### src/rtl/axi4_burst_master.sv
// AXI4 self-test master: writes one INCR burst of SEED+i, waits for B, reads the
// burst back and flags any response, data or RLAST-placement error (sticky).
module axi4_burst_master #(
  parameter int unsigned       ADDR_W    = 32,
  parameter int unsigned       DATA_W    = 32,
  parameter int unsigned       BURST_LEN = 8,
  parameter logic [ADDR_W-1:0] BASE_ADDR = 32'h0000_0004,
  parameter logic [31:0]       SEED      = 32'h1234_5678
) (
  input  logic                  ACLK,
  input  logic                  ARESETn,
  input  logic                  start,
  output logic                  done,
  output logic                  error,
  output logic [ADDR_W-1:0]     M_AXI_AWADDR,
  output logic [7:0]            M_AXI_AWLEN,
  output logic [2:0]            M_AXI_AWSIZE,
  output logic [1:0]            M_AXI_AWBURST,
  output logic                  M_AXI_AWVALID,
  input  logic                  M_AXI_AWREADY,
  output logic [DATA_W-1:0]     M_AXI_WDATA,
  output logic [DATA_W/8-1:0]   M_AXI_WSTRB,
  output logic                  M_AXI_WLAST,
  output logic                  M_AXI_WVALID,
  input  logic                  M_AXI_WREADY,
  input  logic [1:0]            M_AXI_BRESP,
  input  logic                  M_AXI_BVALID,
  output logic                  M_AXI_BREADY,
  output logic [ADDR_W-1:0]     M_AXI_ARADDR,
  output logic [7:0]            M_AXI_ARLEN,
  output logic [2:0]            M_AXI_ARSIZE,
  output logic [1:0]            M_AXI_ARBURST,
  output logic                  M_AXI_ARVALID,
  input  logic                  M_AXI_ARREADY,
  input  logic [DATA_W-1:0]     M_AXI_RDATA,
  input  logic [1:0]            M_AXI_RRESP,
  input  logic                  M_AXI_RLAST,
  input  logic                  M_AXI_RVALID,
  output logic                  M_AXI_RREADY
);

  localparam logic [2:0]        SIZE      = 3'($clog2(DATA_W / 8));
  localparam logic [7:0]        LEN       = 8'(BURST_LEN - 1);
  localparam logic [8:0]        LAST_BEAT = 9'(BURST_LEN - 1);
  localparam logic [DATA_W-1:0] SEED_D    = DATA_W'(SEED);

  localparam logic [2:0] S_IDLE   = 3'd0;
  localparam logic [2:0] S_WRITE  = 3'd1;
  localparam logic [2:0] S_WAIT_B = 3'd2;
  localparam logic [2:0] S_READ_A = 3'd3;
  localparam logic [2:0] S_READ_D = 3'd4;
  localparam logic [2:0] S_DONE   = 3'd5;

  logic [2:0]        r_state;
  logic [ADDR_W-1:0] r_awaddr;
  logic [ADDR_W-1:0] r_araddr;
  logic              r_awvalid;
  logic              r_wvalid;
  logic              r_wlast;
  logic [DATA_W-1:0] r_wdata;
  logic [8:0]        r_wbeat;
  logic              r_aw_done;
  logic              r_w_done;
  logic              r_bready;
  logic              r_arvalid;
  logic              r_rready;
  logic [8:0]        r_rbeat;
  logic              r_done;
  logic              r_error;

  logic              w_aw_hs;
  logic              w_w_hs;
  logic              w_aw_fin;
  logic              w_w_fin;
  logic              w_r_hs;
  logic [8:0]        w_wbeat_nx;
  logic [DATA_W-1:0] w_rexp;
  logic              w_rbad;

  assign w_aw_hs    = r_awvalid & M_AXI_AWREADY;
  assign w_w_hs     = r_wvalid & M_AXI_WREADY;
  // AW and W complete independently; either may arrive first or in the same cycle
  assign w_aw_fin   = r_aw_done | w_aw_hs;
  assign w_w_fin    = r_w_done | (w_w_hs & r_wlast);
  assign w_r_hs     = M_AXI_RVALID & r_rready;
  assign w_wbeat_nx = r_wbeat + 9'd1;
  assign w_rexp     = SEED_D + DATA_W'(r_rbeat);
  assign w_rbad     = (M_AXI_RDATA != w_rexp) | (M_AXI_RRESP != 2'b00) |
                      (M_AXI_RLAST != (r_rbeat == LAST_BEAT));

  always_ff @(posedge ACLK or negedge ARESETn) begin
    if (!ARESETn) begin
      r_state   <= S_IDLE;
      r_awaddr  <= '0;
      r_araddr  <= '0;
      r_awvalid <= 1'b0;
      r_wvalid  <= 1'b0;
      r_wlast   <= 1'b0;
      r_wdata   <= '0;
      r_wbeat   <= '0;
      r_aw_done <= 1'b0;
      r_w_done  <= 1'b0;
      r_bready  <= 1'b0;
      r_arvalid <= 1'b0;
      r_rready  <= 1'b0;
      r_rbeat   <= '0;
      r_done    <= 1'b0;
      r_error   <= 1'b0;
    end else begin
      case (r_state)
        S_IDLE, S_DONE: begin
          if (start) begin
            r_done    <= 1'b0;
            r_error   <= 1'b0;
            r_awaddr  <= BASE_ADDR;
            r_araddr  <= BASE_ADDR;
            r_awvalid <= 1'b1;
            r_wvalid  <= 1'b1;
            r_wdata   <= SEED_D;
            r_wlast   <= (BURST_LEN == 1);
            r_wbeat   <= '0;
            r_aw_done <= 1'b0;
            r_w_done  <= 1'b0;
            r_state   <= S_WRITE;
          end
        end
        S_WRITE: begin
          if (w_aw_hs) begin
            r_awvalid <= 1'b0;
            r_aw_done <= 1'b1;
          end
          if (w_w_hs) begin
            if (r_wlast) begin
              r_wvalid <= 1'b0;
              r_wlast  <= 1'b0;
              r_w_done <= 1'b1;
            end else begin
              r_wbeat <= w_wbeat_nx;
              r_wdata <= SEED_D + DATA_W'(w_wbeat_nx);
              r_wlast <= (w_wbeat_nx == LAST_BEAT);
            end
          end
          if (w_aw_fin && w_w_fin) begin
            r_bready  <= 1'b1;
            r_aw_done <= 1'b0;
            r_w_done  <= 1'b0;
            r_state   <= S_WAIT_B;
          end
        end
        S_WAIT_B: begin
          if (M_AXI_BVALID) begin
            r_bready  <= 1'b0;
            r_error   <= r_error | (M_AXI_BRESP != 2'b00);
            r_arvalid <= 1'b1;
            r_state   <= S_READ_A;
          end
        end
        S_READ_A: begin
          if (M_AXI_ARREADY) begin
            r_arvalid <= 1'b0;
            r_rready  <= 1'b1;
            r_rbeat   <= '0;
            r_state   <= S_READ_D;
          end
        end
        S_READ_D: begin
          if (w_r_hs) begin
            r_error <= r_error | w_rbad;
            r_rbeat <= r_rbeat + 9'd1;
            // an early RLAST or a missing one both end the burst; w_rbad records why
            if (M_AXI_RLAST || (r_rbeat == LAST_BEAT)) begin
              r_rready <= 1'b0;
              r_done   <= 1'b1;
              r_state  <= S_DONE;
            end
          end
        end
        default: r_state <= S_IDLE;
      endcase
    end
  end

  assign done          = r_done;
  assign error         = r_error;
  assign M_AXI_AWADDR  = r_awaddr;
  assign M_AXI_AWLEN   = LEN;
  assign M_AXI_AWSIZE  = SIZE;
  assign M_AXI_AWBURST = 2'b01;
  assign M_AXI_AWVALID = r_awvalid;
  assign M_AXI_WDATA   = r_wdata;
  assign M_AXI_WSTRB   = '1;
  assign M_AXI_WLAST   = r_wlast;
  assign M_AXI_WVALID  = r_wvalid;
  assign M_AXI_BREADY  = r_bready;
  assign M_AXI_ARADDR  = r_araddr;
  assign M_AXI_ARLEN   = LEN;
  assign M_AXI_ARSIZE  = SIZE;
  assign M_AXI_ARBURST = 2'b01;
  assign M_AXI_ARVALID = r_arvalid;
  assign M_AXI_RREADY  = r_rready;

endmodule
### config.mk
export PLATFORM = sky130hd
export DESIGN_NAME = axi4_burst_master
export DESIGN_NICKNAME = d
export VERILOG_FILES = /design/src/rtl/axi4_burst_master.sv
export SDC_FILE = /design/constraint.sdc
export NUM_CORES = 1
export LEC_CHECK = 0
export CORE_MARGIN = 3
export CORE_UTILIZATION = 37
export CTS_CLUSTER_DIAMETER = 50
export CTS_CLUSTER_SIZE = 24
export DETAILED_ROUTE_END_ITERATION = 10
export MAX_ROUTING_LAYER = met4
export PLACE_DENSITY = 0.79
export SETUP_SLACK_MARGIN = 0.02
export SYNTH_ARGS = -nofsm -noshare
export SYNTH_HDL_FRONTEND = slang
export SYNTH_SLANG_ARGS = --single-unit
### constraint.sdc
create_clock -name ACLK -period 3.2 [get_ports ACLK]
set_input_delay 0.32 -clock ACLK [delete_from_list [all_inputs] [get_ports ACLK]]
set_output_delay 0.32 -clock ACLK [all_outputs]
set_load 0.005 [all_outputs]
==> implementation parameters <==
Parameter                              Value

STA
  Time the worst path needs with I/O delays and setup ... 2.978 ns
  Minimum hold slack ... 0.1741 ns
  Timing-limited maximum frequency ... 335.8 MHz
  Number of endpoints with negative hold slack in the final report ... 0
  Worst clock skew ... 0.005188 ns
  Normalized max-slew margin ... 0.3633
  Final Max Tran Viols ... 0
  RSZ-0062 raised after global routing ... false
  Final worst-path cycle share ... 0.9307
  Summed negative setup slack over all endpoints ... 0 ns
  Final Setup Violations ... 0
  Worst Max-Slew Pin Slew ... 0.9550 ns

Floorplan
  Area of the die ... 10,570 µm²
  Initial core utilization ... 0.3900
  Height of the chip ... 102.8 µm
  Floorplan die width ... 102.8 µm
  Core Box Area ... 8891 µm²
  Standard-cell row count ... 34
  Top Ports ... 179

Drt
  First drt pass iteration count ... 4
  Number of vias per cell ... 4.579
  Number of DRC markers after the initial detailed-route iteration ... 141
  DR DRC count ... 0
  Routed via count ... 2,656
  Remaining antenna violation count after routing ... 0
  Post-Route WL ... 7215 µm
  Detailed-route wire length per cell ... 12.44 µm

Synth
  Count of mapped cells out of synthesis ... 411
  Post-synth ARST share ... 1.000
  Top FF cell, synth ... dfrtp_1
  Average size of a mapped cell ... 8.436 µm²
  Sequential area share after synthesis ... 0.3031
  Area of the mapped netlist ... 3467 µm²
  Seq cells post-synth ... 42
  Count of distinct cell types in the synthesized netlist ... 54
  Number of enable-type register cells in the synthesized netlist ... 0
  Number of warnings issued by yosys ... 0

Global routing
  Residual overflow from global routing ... 0
  Total global-route track usage ... 0.1331
  Vias in the first global route ... 2,314
  Largest net degree at the start of global routing ... 43
  Wire length of the first global-routing pass ... 10,880 µm
  Initial antenna violation count ... 0

Placed design
  Post-DP HPWL ... 5762 µm
  Buffers on Ports ... 73
  Final weighted congestion of routability-driven global placement ... 0.9372
  Placed standard-cell area ... 3816 µm²
  Placed insts ... 572

Finish
  Finished Core Util ... 0.4402
  Most used cells in the layout excluding fill and tap cells ... 105 x conb_1, 72 x clkdlybuf4s50_1, 42 x dfrtp_1, 38 x nand2_1, 25 x nor2_1
  Total inserted antenna cells ... 0
  Final Non-Filler Cells ... 580
  Total non-filler cell area in the finished layout ... 3914 µm²
  Net total in the final layout ... 523
  Fraction of layout cells with a size suffix above 1 ... 0.04661
  Area overhead of the layout relative to synthesis ... 12.88%
  Most common cell after layout, fill and taps aside ... conb_1

Setup path
  CP max FO ... 2
  Timing startpoint of the critical path ... r_rbeat[5]$_DFFE_PN0P_
  Reg-to-reg startpoint ... r_rbeat[5]$_DFFE_PN0P_
  Crit path capture type ... register
  Required time of the critical path ... 3.37 ns
  WP data arrival ... 3.15 ns
  Startpoint type of the worst setup path ... register
  Reg-to-reg setup timing slack ... 0.22 ns
  Kind of critical path ... register to register

CTS
  Number of buffers inserted for hold repair after clock tree synthesis ... 0
  Clock root buffer master ... clkbuf_8
  Clock Tree Buf Depth ... 2
  # Post-CTS Setup Buffers ... 0
  TritonCTS clock tree ... yes
  Clock-pin slew on the worst setup and hold paths ... 0.08 ns
  Max H-tree Level ... 2
  CTS Buf Count ... 5
  Clk_lat worst skew ... 0.29 ns
  TritonCTS Sinks ... 42

Worst hold path
  Tightest Hold Check Type ... input pin to async pin

Pwr
  Power per cell area ... 540.1 nW/µm²
  Max IR drop VDD ... 0.0001951 V
  Cell leakage power ... 1.748 nW

Run
  Max cap viols ... 0

Status
  Outcome ... finished clean
-- synth_stat cells (all sizes together) (2+ instances only) --
cell	number	area (µm²)
nand3	6	30.03
xnor2	13	113.9
nor2b	3	18.77
mux2i	4	40.04
a31oi	2	12.51
conb	2	7.510
o21ai	20	100.1
or3	3	23.77
a22oi	2	15.01
clkbuf	8	30.03
or4	3	22.52
nand2b	5	31.28
or2	3	18.77
buf	119	898.4
dfrtp	42	1051
o22ai	4	25.02
nor3b	4	30.03
xor2	12	105.1
inv	10	37.54
a31o	2	17.52
a21o	2	15.01
nand4	7	43.79
o31ai	2	20.02
nor4b	4	35.03
ha	7	87.58
a21oi	15	75.07
o21a	3	22.52
a22o	2	17.52
nor3	14	86.34
nand2	38	142.6
and3	4	25.02
nor4bb	2	20.02
and2	3	18.77
nor2	25	93.84
nor4	3	18.77
-- layer usage --
layer	GRT usage	wire length, µm	share of wire
met5	-	0	0
met1	0.1727	3066	0.42
met4	0.05378	134	0.019
met2	0.2115	3575	0.50
met3	0.01624	438	0.061
-- area by class of cell --
class / count / area (µm²)
Multi-Input combinational cell: 335 / 1843
Fill cell: 868 / 4977
Clock buffer: 7 / 86.33
Inverter: 10 / 37.54
Tap cell: 108 / 135.1
Clock inverter: 1 / 5.005
Sequential cell: 42 / 1051
Timing Repair Buffer: 77 / 755.7
-- repair_timing --
item | in CTS | in global routing
resized for setup | 0 | 1
endpoints found under the hold margin | 0 | 0
endpoints found under the setup margin | 0 | 1
-- worst max-delay path, stage by stage (launching register included) --
cell	delay, ns
dfrtp_1	0.38
or4_1	0.55
or4_1	0.49
ha_1	0.30
nor4b_2	0.21
nand4_1	0.10
or4_1	0.52
nor4_1	0.23
nor3_1	0.08
-- path summary, 6_finish.rpt --
path / end / cells past startpoint
hold reg to reg: M_AXI_WDATA[3]$_DFFE_PN0P_ / 1
setup reg to reg: error$_DFFE_PN0P_ / 8
setup / recovery: error$_DFFE_PN0P_ / 8
hold / removal: M_AXI_WDATA[10]$_DFFE_PN0P_ / 1
max in group asynchronous: M_AXI_ARVALID$_DFFE_PN0P_ / 1
min in group ACLK: M_AXI_WDATA[3]$_DFFE_PN0P_ / 1
-- flip-flops by register name, indices dropped and copies added, names as in the netlist --
name,cells
done,1
M_AXI_WLAST,1
r_w_done,1
M_AXI_WDATA,10
r_state,3
M_AXI_BREADY,1
M_AXI_ARVALID,1
M_AXI_ARADDR,1
M_AXI_AWVALID,1
r_rbeat,9
r_wbeat,9
r_aw_done,1
M_AXI_RREADY,1
M_AXI_WVALID,1
error,1
-- logic make-up after synthesis --
| family | synth area share |
|---|---|
| other | 0.002166 |
| buffers and inverters | 0.2786 |
| XOR/XNOR | 0.06315 |
| multiplexers | 0.01155 |
| AND/OR/NAND/NOR | 0.2010 |
| AO/OA/AOI/OAI | 0.1122 |
| adder cells (fa/ha/maj) | 0.02815 |
| flip-flops | 0.3031 |
-- where the power goes --
part | leakage [nW] | total, mW | switching, mW | internal, mW
sequential | 0.518 | 0.834 | 0.174 | 0.660
combinational | 1.18 | 0.928 | 0.466 | 0.462
clock | 0.0482 | 0.352 | 0.178 | 0.174
-- stage by stage --
step	total power, mW	worst slack [ns]
global placement	1.738	0.3014
detailed placement	1.770	0.2132
global route	2.280	0.1016
finish	2.114	0.2219
floorplan	1.517	0.2055
CTS	2.129	0.1990
Power figures use the tool's default switching activity.
